### config.mk
export PLATFORM = sky130hd
export DESIGN_NAME = multicycle_controller
export DESIGN_NICKNAME = d
export VERILOG_FILES = /design/src/rtl/multicycle_controller.sv
export SDC_FILE = /design/constraint.sdc
export NUM_CORES = 1
export LEC_CHECK = 0
export BUFFER_PORTS_ARGS = -buffer_cell sky130_fd_sc_hd__buf_2
export CAP_MARGIN = 20
export CORE_MARGIN = 3
export CORE_UTILIZATION = 47
export DETAILED_ROUTE_END_ITERATION = 10
export PLACE_DENSITY = 0.86
export SETUP_SLACK_MARGIN = 0.02
export SKIP_CTS_REPAIR_TIMING = 1
export SLEW_MARGIN = 20
export SYNTH_ARGS = -nofsm -noshare
export SYNTH_HDL_FRONTEND = slang
export SYNTH_SLANG_ARGS = --single-unit
### constraint.sdc
create_clock -name clk_i -period 4.8 [get_ports clk_i]
set_clock_uncertainty 0.15 [all_clocks]
set_input_delay 0.96 -clock clk_i [delete_from_list [all_inputs] [get_ports clk_i]]
set_output_delay 0.96 -clock clk_i [all_outputs]
set_load 0.02 [all_outputs]
### src/rtl/multicycle_controller.sv
// Multi-cycle LEGv8 sequencer: fetches one instruction into IR, then walks
// DECODE/EXEC/MEM/WB, driving datapath fields and controls one state per cycle.
module multicycle_controller #(
   parameter logic [2:0] ALU_ADD   = 3'b010,
   parameter logic [2:0] ALU_SUB   = 3'b011,
   parameter logic [2:0] ALU_PASSB = 3'b000
) (
   input  logic        clk_i,
   input  logic        reset_i,
   output logic        imem_req_o,
   input  logic        imem_valid_i,
   input  logic [31:0] instr_i,
   input  logic        dmem_ready_i,
   input  logic        zero_i,
   output logic [4:0]  rd_o,
   output logic [4:0]  rn_o,
   output logic [4:0]  rm_o,
   output logic [8:0]  daddr9_o,
   output logic [11:0] imm12_o,
   output logic [25:0] br_addr26_o,
   output logic [18:0] cond_addr19_o,
   output logic        reg2loc_o,
   output logic        reg_write_o,
   output logic        mem_write_o,
   output logic        mem_to_reg_o,
   output logic        alu_src_o,
   output logic [2:0]  alu_op_o,
   output logic        flag_write_o,
   output logic        pc_write_o,
   output logic [1:0]  pc_src_o,
   output logic        halted_o
);

   localparam logic [2:0] StFetch  = 3'd0;
   localparam logic [2:0] StDecode = 3'd1;
   localparam logic [2:0] StExec   = 3'd2;
   localparam logic [2:0] StMem    = 3'd3;
   localparam logic [2:0] StWb     = 3'd4;
   localparam logic [2:0] StHalt   = 3'd5;

   logic [2:0]  state_q, state_d;
   logic [31:0] ir_q, ir_d;
   logic [31:0] ir_vis;

   logic is_addi, is_adds, is_subs, is_ldur, is_stur, is_b, is_cbz, is_legal;
   logic in_op;

   assign is_addi  = (ir_q[31:22] == 10'b1001000100);
   assign is_adds  = (ir_q[31:21] == 11'b10101011000);
   assign is_subs  = (ir_q[31:21] == 11'b11101011000);
   assign is_ldur  = (ir_q[31:21] == 11'b11111000010);
   assign is_stur  = (ir_q[31:21] == 11'b11111000000);
   assign is_b     = (ir_q[31:26] == 6'b000101);
   assign is_cbz   = (ir_q[31:24] == 8'b10110100);
   assign is_legal = is_addi | is_adds | is_subs | is_ldur | is_stur | is_b | is_cbz;

   // Fields come only from IR so they stay stable while the fetch bus changes.
   assign ir_vis        = reset_i ? 32'd0 : ir_q;
   assign rd_o          = ir_vis[4:0];
   assign rn_o          = ir_vis[9:5];
   assign rm_o          = ir_vis[20:16];
   assign daddr9_o      = ir_vis[20:12];
   assign imm12_o       = ir_vis[21:10];
   assign br_addr26_o   = ir_vis[25:0];
   assign cond_addr19_o = ir_vis[23:5];

   assign in_op = (state_q == StExec) || (state_q == StMem) || (state_q == StWb);

   always_comb begin
      state_d      = state_q;
      ir_d         = ir_q;
      imem_req_o   = 1'b0;
      reg2loc_o    = in_op & ~(is_stur | is_cbz);
      alu_src_o    = in_op & (is_addi | is_ldur | is_stur);
      alu_op_o     = !in_op ? ALU_PASSB : is_subs ? ALU_SUB : is_cbz ? ALU_PASSB : ALU_ADD;
      reg_write_o  = 1'b0;
      mem_write_o  = 1'b0;
      mem_to_reg_o = 1'b0;
      flag_write_o = 1'b0;
      pc_write_o   = 1'b0;
      pc_src_o     = 2'b00;
      halted_o     = 1'b0;
      case (state_q)
         StFetch: begin
            imem_req_o = 1'b1;
            if (imem_valid_i) begin
               ir_d    = instr_i;
               state_d = StDecode;
            end
         end
         StDecode: begin
            if (is_b) begin
               pc_write_o = 1'b1;
               pc_src_o   = 2'b01;
               state_d    = StFetch;
            end else if (is_legal) begin
               state_d = StExec;
            end else begin
               state_d = StHalt;
            end
         end
         StExec: begin
            flag_write_o = is_adds | is_subs;
            if (is_cbz) begin
               pc_write_o = 1'b1;
               pc_src_o   = zero_i ? 2'b10 : 2'b00;
               state_d    = StFetch;
            end else if (is_ldur || is_stur) begin
               state_d = StMem;
            end else begin
               state_d = StWb;
            end
         end
         StMem: begin
            mem_write_o = is_stur;
            if (dmem_ready_i) begin
               if (is_stur) begin
                  pc_write_o = 1'b1;
                  state_d    = StFetch;
               end else begin
                  state_d = StWb;
               end
            end
         end
         StWb: begin
            reg_write_o  = 1'b1;
            mem_to_reg_o = is_ldur;
            pc_write_o   = 1'b1;
            state_d      = StFetch;
         end
         StHalt: halted_o = 1'b1;
         default: state_d = StFetch;
      endcase
      // Reset aborts the instruction in the same cycle: nothing may be written.
      if (reset_i) begin
         imem_req_o   = 1'b0;
         reg2loc_o    = 1'b0;
         alu_src_o    = 1'b0;
         alu_op_o     = 3'b000;
         reg_write_o  = 1'b0;
         mem_write_o  = 1'b0;
         mem_to_reg_o = 1'b0;
         flag_write_o = 1'b0;
         pc_write_o   = 1'b0;
         pc_src_o     = 2'b00;
         halted_o     = 1'b0;
      end
   end

   always_ff @(posedge clk_i) begin
      if (reset_i) begin
         state_q <= StFetch;
         ir_q    <= 32'd0;
      end else begin
         state_q <= state_d;
         ir_q    <= ir_d;
      end
   end

endmodule
==> impl_metrics.csv, run 1 <==
group,metric,value,unit
sta,hold_viol_final,0,
yosys,syn_nets,334,
sta,worst-slew-pin-transition,0.914,ns
yosys,syn_inst,297,
hold_path,hp-start,"ir_q[3]$_SDFFE_PP0P_",
power_and_ir_drop,p_per_area,431,nW/um^2
routing,drt_first_pass_iters,4,
yosys,synthesis.area,2170,sq um
global_routing,grt_usage,17.2,%
placed_design,finalWeightedCongestion,0.817,
yosys,synth_simple_gate_area_share,31.5,%
final_layout,layout-drive-gt1-share,39.5,%
worst_setup_path,cpPeakStageDelay,0.59,ns
sta,grt_setup_unrepaired,"false",
global_routing,antenna_found_initial,0,
worst_setup_path,cp-end-kind,"output pin",
yosys,synth_compound_area_share,13.4,%
routing,wl_per_cell,11.7,um
floorplanning,coreArea,4410,sq um
global_routing,grt_pass1_wl,7490,um
floorplanning,dieArea,5480,sq um
yosys,yosysUniqueCellTypes,37,
sta,final.setup.tns,0,ns
worst_setup_path,arrival,2.24,ns
clock_network,clk_latency,0.29,ns
yosys,synth_flop_cell,"dfxtp_1",
yosys,ys_seq_elements,35,
worst_setup_path,reg2reg_from,"state_q[2]$_SDFFE_PP0P_",
worst_setup_path,cp_max_fo,45,
routing,routed_wl,4920,um
worst_setup_path,cp.required,3.69,ns
global_routing,grt_overflow_total,0,
worst_setup_path,critical_path.most_common_cell,"buf_2",
placed_design,port_buffers,130,
clock_network,cts-root-buf,"clkbuf_8",
power_and_ir_drop,p_total,1.11,mW
yosys,synth_edf_count,0,
yosys,synth_top_family_by_area,"simple AND/OR/NAND/NOR gates",
worst_setup_path,worstSetupStartpoint,"reset_i",
sta,fin_crit,3.35,ns
power_and_ir_drop,p_leak,1.34,nW
placed_design,dp_hpwl,3640,um
routing,routed_via_density,4.94,
sta,setup_violations,0,
worst_setup_path,path_cells,"buf_2 -> buf_4 -> nor2b_1 -> buf_2",
sta,maxSlewViolCount,0,
final_layout,fillers,426,
final_layout,diodes,0,
final_layout,final_cell_mix,"buf_2 (130), nand2_1 (76), a21oi_1 (35), dfxtp_1 (35), nor2b_1 (28)",
clock_network,clockBufferDepth,2,
worst_setup_path,worst-setup-path-type,"in2out",
global_routing,grt_pass1_vias,1703,
routing,route.detailed.drc,0,
hold_path,min_path_type,"reg2reg",
run,cap_viol_max_count,0,
routing,drt_iter0_drc,129,
worst_setup_path,crit_path_start_kind,"input port",
worst_setup_path,cp_slowest_cell,"buf_2",
floorplanning,rows,24,
yosys,synth_fa_ha_area_share,0,%
routing,antenna_left,0,
routing,num_vias,2069,
yosys,ys_warn_count,0,
sta,max_freq,0.298,GHz
global_routing,grt_max_degree,46,
clock_network,path_clk_slew,0.06,ns
floorplanning,start_util,49.2,%
worst_setup_path,cp_top_family,"buffers and inverters",
final_layout,nNetsFinal,403,
power_and_ir_drop,ir_worst_vdd,216,uV
clock_network,clkSinkCount,35,
clock_network,cts_inserted_buffers,5,
final_layout,synthToLayoutAreaGrowth,18.4,%
yosys,synthMuxAreaShare,0,%
sta,timing.slew.headroom,38.8,%
yosys,synth_area_leaders,"dfxtp_1 (32%), buf_4 (19%), nand2_1 (13%)",
floorplanning,dieWidth,74,um
clock_network,htree_num_levels,2,
yosys,syn-mean-instance-area,7.32,sq um
worst_setup_path,crit_buf_inv,3,
floorplanning,dieHeight,74,um
outcome,outcome,"completed",
yosys,yosysTopAreaCellShare,32.2,%
yosys,synth_top_area_cell,"dfxtp_1",
yosys,yosys.area_share.xor_xnor,0,%
yosys,ys_seq_area_share,32.2,%
final_layout,final_common_cell,"buf_2",
sta,fin_crit_sh,69.8,%
floorplanning,ioPinCount,132,
yosys,async_flop_share,0,%
clock_network,cts_tree,"done",
-- cells by family after synthesis --
| group | count (synthesis) |
|---|---|
| flip-flops | 35 |
| AND/OR/NAND/NOR | 137 |
| buffers and inverters | 75 |
| AO/OA/AOI/OAI | 49 |
| other | 1 |
-- tightest hold or removal path, cell delays in order, from the launching register on --
cell and delay, ns:
dfxtp_1 0.30, nand2_1 0.05, a21oi_1 0.05
-- registers in the layout (all words and copies together) (netlist names) --
signal / cells
ir_q: 32
state_q: 3
-- where the power goes --
group	total, mW	switching, mW	internal, mW
Clock	0.312	0.104	0.208
Sequential	0.398	0.0552	0.343
Combinational	0.400	0.257	0.142
Total	1.11	0.417	0.693
-- path summary, 6_finish.rpt --
check / end / slack, ns / cells after the start
setup / recovery: br_addr26_o[17] / 1.45 / 4
hold / removal: ir_q[3]$_SDFFE_PP0P_ / 0.30 / 2
setup reg to reg: ir_q[26]$_SDFFE_PP0P_ / 2.67 / 4
hold reg to reg: ir_q[3]$_SDFFE_PP0P_ / 0.30 / 2
-- stage by stage --
step           cells  util (%)  hold slack (ns)  setup slack (ns)  area (sq um)
3_3_place_gp     411      55.3            0.287              1.47          2440
5_1_grt          419      58.3            0.322              1.32          2570
4_1_cts          419      58.3            0.301              1.44          2570
6_report         419      58.3            0.300              1.45          2570
3_5_place_dp     411      55.3            0.292              1.45          2440
2_1_floorplan    297         -            0.282              1.58          2170
-- Yosys cell counts, types with 2 or more instances --
cell type  number
and2_1          3
buf_2           2
nor2b_1        28
o21ai_0         2
nor4_1          2
buf_4          56
buf_1           2
a21oi_1        35
inv_1           4
and4b_1         2
clkbuf_1       11
nand2_1        76
and3_1          2
dfxtp_1        35
nor4b_2         2
nor2_1          6
a22oi_1         2
nand4_1         2
nor3_1          7
-- metal layers --
layer / part of all wire, % / track usage (%)
met1: 40 / 19.6
met2: 50 / 30.8
met3: 9.2 / 4.46
met4: 1.2 / 6.24
met5: 0 / 0
-- area by class of cell --
class,instances,area [sq um],share of cell area [%]
Multi-Input combinational cell,187,987,38.4
Timing Repair Buffer,133,673,26.2
Tap cell,52,65.1,2.53
Inverter,4,15.0,0.583
Sequential cell,35,701,27.2
Clock inverter,2,60.1,2.33
Clock buffer,6,72.6,2.82
No activity file was read; power rests on OpenSTA's default activity.
==> run 2, diff against run 1 <==
Settings changed: CORE_UTILIZATION 47 to 39, PLACE_DENSITY 0.86 to 0.76.
Clock period 4.8 ns to 2.87 ns, I/O delays scaled along.
==> impl_metrics.csv, run 2 (same netlist as run 1, synthesis figures left out) <==
group,metric,value,unit
outcome,outcome,"completed",
global_routing,grt_pass1_wl,7510,um
routing,route.detailed.drc,0,
sta,fin_crit,2.69,ns
global_routing,grt_overflow_total,0,
placed_design,finalWeightedCongestion,0.862,
final_layout,top_register,"ir_q",
sta,grt_setup_unrepaired,"false",
worst_setup_path,crit_buf_inv,1,
global_routing,grt_usage,14.8,%
sta,worst-slew-pin-transition,0.506,ns
worst_setup_path,path_cells,"nor4b_2 -> nand4_1 -> nor3_1 -> nand2_1 -> a221oi_2 -> buf_2",
routing,drt_first_pass_iters,4,
routing,routed_wl,5110,um
worst_setup_path,cp-end-kind,"output pin",
final_layout,final_cell_mix,"buf_2 (130), nand2_1 (76), a21oi_1 (35), dfxtp_1 (35), nor2b_1 (28)",
placed_design,dp_hpwl,3800,um
sta,hold_viol_final,0,
final_layout,layout-drive-gt1-share,40.1,%
floorplanning,dieArea,6500,sq um
floorplanning,dieHeight,80.7,um
clock_network,cts_tree,"done",
clock_network,path_clk_slew,0.07,ns
worst_setup_path,cpPeakStageDelay,0.42,ns
final_layout,diodes,0,
floorplanning,start_util,41.5,%
floorplanning,coreArea,5240,sq um
routing,routed_via_density,4.68,
final_layout,largest_registers,"ir_q: 32 flops, state_q: 3 flops",
clock_network,cts-root-buf,"clkbuf_8",
sta,timing.slew.headroom,66.2,%
worst_setup_path,cp_slowest_cell,"dfxtp_1",
run,cap_viol_max_count,0,
final_layout,final_common_cell,"buf_2",
power_and_ir_drop,ir_worst_vdd,325,uV
worst_setup_path,worst-setup-path-type,"reg2out",
power_and_ir_drop,p_per_area,693,nW/um^2
sta,max_freq,0.372,GHz
clock_network,clkSinkCount,35,
final_layout,nNetsFinal,405,
placed_design,port_buffers,130,
floorplanning,ioPinCount,132,
routing,num_vias,2056,
worst_setup_path,cp_max_fo,5,
worst_setup_path,arrival,1.96,ns
clock_network,htree_num_levels,2,
worst_setup_path,cp.required,2.15,ns
sta,fin_crit_sh,93.6,%
sta,setup_violations,0,
power_and_ir_drop,p_total,1.80,mW
sta,whs,0.300,ns
hold_path,min_path_type,"reg2reg",
sta,final.setup.tns,0,ns
floorplanning,rows,26,
worst_setup_path,crit_path_start_kind,"flip-flop",
power_and_ir_drop,p_leak,1.35,nW
global_routing,grt_pass1_vias,1630,
final_layout,largest_reg_flops,32,
clock_network,cts_inserted_buffers,5,
clock_network,clockBufferDepth,2,
routing,wl_per_cell,11.6,um
worst_setup_path,cp_top_family,"simple AND/OR/NAND/NOR gates",
global_routing,grt_max_degree,33,
routing,drt_iter0_drc,58,
global_routing,antenna_found_initial,0,
sta,maxSlewViolCount,0,
clock_network,clk_latency,0.28,ns
floorplanning,dieWidth,80.7,um
routing,antenna_left,0,
final_layout,synthToLayoutAreaGrowth,19.5,%
==> run 2: final timing paths <==
kind              cells past startpoint                  start  slack, ns                 endpoint
setup / recovery                      6  ir_q[27]$_SDFFE_PP0P_       0.18               pc_write_o
hold / removal                        2  ir_q[13]$_SDFFE_PP0P_       0.30    ir_q[13]$_SDFFE_PP0P_
setup reg to reg                      5  ir_q[27]$_SDFFE_PP0P_       1.02  state_q[2]$_SDFFE_PP0P_
hold reg to reg                       2  ir_q[13]$_SDFFE_PP0P_       0.30    ir_q[13]$_SDFFE_PP0P_
==> run 2: final cells by class <==
type                       count  area, sq um
fill                         538         2640
timing repair buffer         135          688
multi-input combinational    187          987
clock inverter                 2         35.0
tap                           70         87.6
sequential                    35          701
clock buffer                   6         82.6
inverter                       4         15.0
==> run 2: through the flow <==
step           utilization [%]  setup WS, ns  std cells  cell area (sq um)
3_5_place_dp              47.3         0.511        431               2480
2_1_floorplan                -         0.423        297               2170
5_1_grt                   49.6        0.0592        439               2600
3_3_place_gp              47.3         0.567        431               2480
4_1_cts                   49.6         0.191        439               2600
6_report                  49.6         0.184        439               2600
==> run 2: worst min-delay path: stages, from the launching register on <==
cell and delay [ns]:
dfxtp_1 0.31, nand2_1 0.05, a21oi_1 0.05
==> run 2: report_power, final <==
group	internal, mW	total, mW	switching, mW
registers	0.574	0.665	0.0914
logic	0.238	0.677	0.438
clock network	0.281	0.457	0.176
total	1.09	1.80	0.706
==> run 2: routing by layer <==
| layer | track usage [%] | wire length (um) |
|---|---|---|
| met4 | 3.55 | 40 |
| met2 | 24.3 | 2360 |
| met1 | 18.2 | 2210 |
| met3 | 5.72 | 489 |
| met5 | 0 | 0 |
==> run 3, diff against run 2 <==
Settings changed: CORE_UTILIZATION 39 to 47, CTS_CLUSTER_SIZE from default to 8, PLACE_DENSITY 0.76 to 0.86.
Clock period 2.87 ns to 3.3 ns, I/O delays scaled along.
==> impl_metrics.csv, run 3 (same netlist as run 1, synthesis figures left out) <==
group,metric,value,unit
final_layout,final_common_cell,"buf_2",
sta,setup_violations,0,
hold_path,min_path_type,"reg2reg",
worst_setup_path,cpPeakStageDelay,0.37,ns
floorplanning,start_util,49.2,%
routing,wl_per_cell,12.1,um
sta,fin_crit_sh,85.6,%
worst_setup_path,arrival,2.01,ns
power_and_ir_drop,p_clk_share,19.2,%
global_routing,grt_max_degree,61,
final_layout,top_register,"ir_q",
routing,route.detailed.drc,0,
clock_network,clockBufferDepth,2,
global_routing,grt_pass1_wl,7770,um
sta,maxSlewViolCount,0,
power_and_ir_drop,p_int,0.848,mW
clock_network,htree_num_levels,2,
worst_setup_path,path_cells,"nor4b_2 -> nand4_1 -> nor3_1 -> nand2_1 -> a221oi_2 -> buf_2",
routing,drt_iter0_drc,137,
floorplanning,dieArea,5480,sq um
sta,fin_crit,2.82,ns
sta,grt_setup_unrepaired,"false",
final_layout,nNetsFinal,403,
sta,layout_setup_ws,0.475,ns
placed_design,pre_cts_ws,0.780,ns
final_layout,largest_registers,"ir_q: 32 flops, state_q: 3 flops",
worst_setup_path,cp_max_fo,7,
floorplanning,rows,24,
sta,final.setup.tns,0,ns
clock_network,clkSinkCount,35,
worst_setup_path,cp_top_family,"simple AND/OR/NAND/NOR gates",
final_layout,largest_reg_flops,32,
worst_setup_path,cp_slowest_cell,"nor4b_2",
routing,routed_via_density,4.93,
placed_design,dp_hpwl,3790,um
routing,routed_wl,5050,um
floorplanning,ioPinCount,132,
power_and_ir_drop,p_leak,1.32,nW
final_layout,synthToLayoutAreaGrowth,16.2,%
worst_setup_path,worst-setup-path-type,"reg2out",
global_routing,grt_usage,18.0,%
power_and_ir_drop,p_per_area,571,nW/um^2
routing,drt_first_pass_iters,4,
floorplanning,dieHeight,74,um
global_routing,grt_overflow_total,0,
clock_network,cts_tree,"done",
global_routing,antenna_found_initial,0,
global_routing,grt_pass1_vias,1816,
outcome,outcome,"completed",
worst_setup_path,crit_path_start_kind,"flip-flop",
final_layout,layout-drive-gt1-share,39.2,%
power_and_ir_drop,seqPwrFrac,40.1,%
sta,max_freq,0.354,GHz
sta,worst-slew-pin-transition,0.626,ns
clock_network,cts_inserted_buffers,5,
clock_network,path_clk_slew,0.06,ns
routing,antenna_left,0,
worst_setup_path,cp.required,2.49,ns
worst_setup_path,cp-end-kind,"output pin",
clock_network,clk_latency,0.28,ns
final_layout,diodes,0,
sta,timing.slew.headroom,58.2,%
clock_network,cts-root-buf,"clkbuf_8",
placed_design,finalWeightedCongestion,0.892,
worst_setup_path,crit_buf_inv,1,
power_and_ir_drop,swShare,41.2,%
power_and_ir_drop,p_sw,0.594,mW
floorplanning,dieWidth,74,um
power_and_ir_drop,pwr-share-comb,40.6,%
run,cap_viol_max_count,0,
placed_design,port_buffers,130,
sta,hold_viol_final,0,
routing,num_vias,2055,
final_layout,final_cell_mix,"buf_2 (130), nand2_1 (76), a21oi_1 (35), dfxtp_1 (35), nor2b_1 (28)",
floorplanning,coreArea,4410,sq um
power_and_ir_drop,ir_worst_vdd,367,uV
[run 3: changes by cell type in the layout (fill, tap and decap cells not counted)]
cell | previous run | this run
buf_4 | 5 | 2
clkbuf_8 | 6 | 5
bufinv_16 | 1 | 0
clkbuf_1 | 0 | 1
buf_12 | 0 | 1
clkinv_2 | 1 | 0
[run 3: routing by layer]
layer	GRT usage [%]	routed length (um)	vias to the layer above
li1	-	-	1059
met3	5.68	419	10
met1	19.3	1970	898
met2	33.3	2610	88
met4	6.24	57	0
met5	0	0	-
[run 3: metrics by stage]
stage               power (mW)  std cells  utilization [%]  hold WS (ns)  instance area, sq um
finish                    1.44        417             57.2         0.300                  2530
CTS                       1.46        417             57.2         0.302                  2530
floorplan                 1.07        297                -         0.282                  2170
detailed placement        1.18        411             55.6         0.293                  2450
global placement          1.16        411             55.6         0.287                  2450
global route              1.56        417             57.2         0.329                  2530
[run 3: cell type report]
class	count	area, sq um
Clock buffer	6	72.6
Inverter	4	15.0
Multi-Input combinational cell	187	987
Tap cell	52	65.1
Sequential cell	35	701
Fill cell	433	1890
Timing Repair Buffer	133	686
[run 3: final timing paths]
kind | endpoint | depth (start not counted) | slack [ns] | startpoint
max reg2reg | ir_q[26]$_SDFFE_PP0P_ | 5 | 1.24 | state_q[2]$_SDFFE_PP0P_
min | ir_q[4]$_SDFFE_PP0P_ | 2 | 0.30 | ir_q[4]$_SDFFE_PP0P_
min reg2reg | ir_q[4]$_SDFFE_PP0P_ | 2 | 0.30 | ir_q[4]$_SDFFE_PP0P_
max | pc_write_o | 6 | 0.48 | ir_q[21]$_SDFFE_PP0P_
[run 3: power groups by stage]
stage	Clock [mW]	Sequential, mW	Combinational, mW
3_3_place_gp	0	0.580	0.583
3_5_place_dp	0	0.587	0.594
2_1_floorplan	0	0.547	0.521
4_1_cts	0.289	0.578	0.596
5_1_grt	0.310	0.594	0.653
6_report	0.277	0.579	0.586
[run 3: worst min-delay path, stage by stage (launching register included)]
cell     delay (ns)
dfxtp_1        0.31
nand2_1        0.05
a21oi_1        0.05
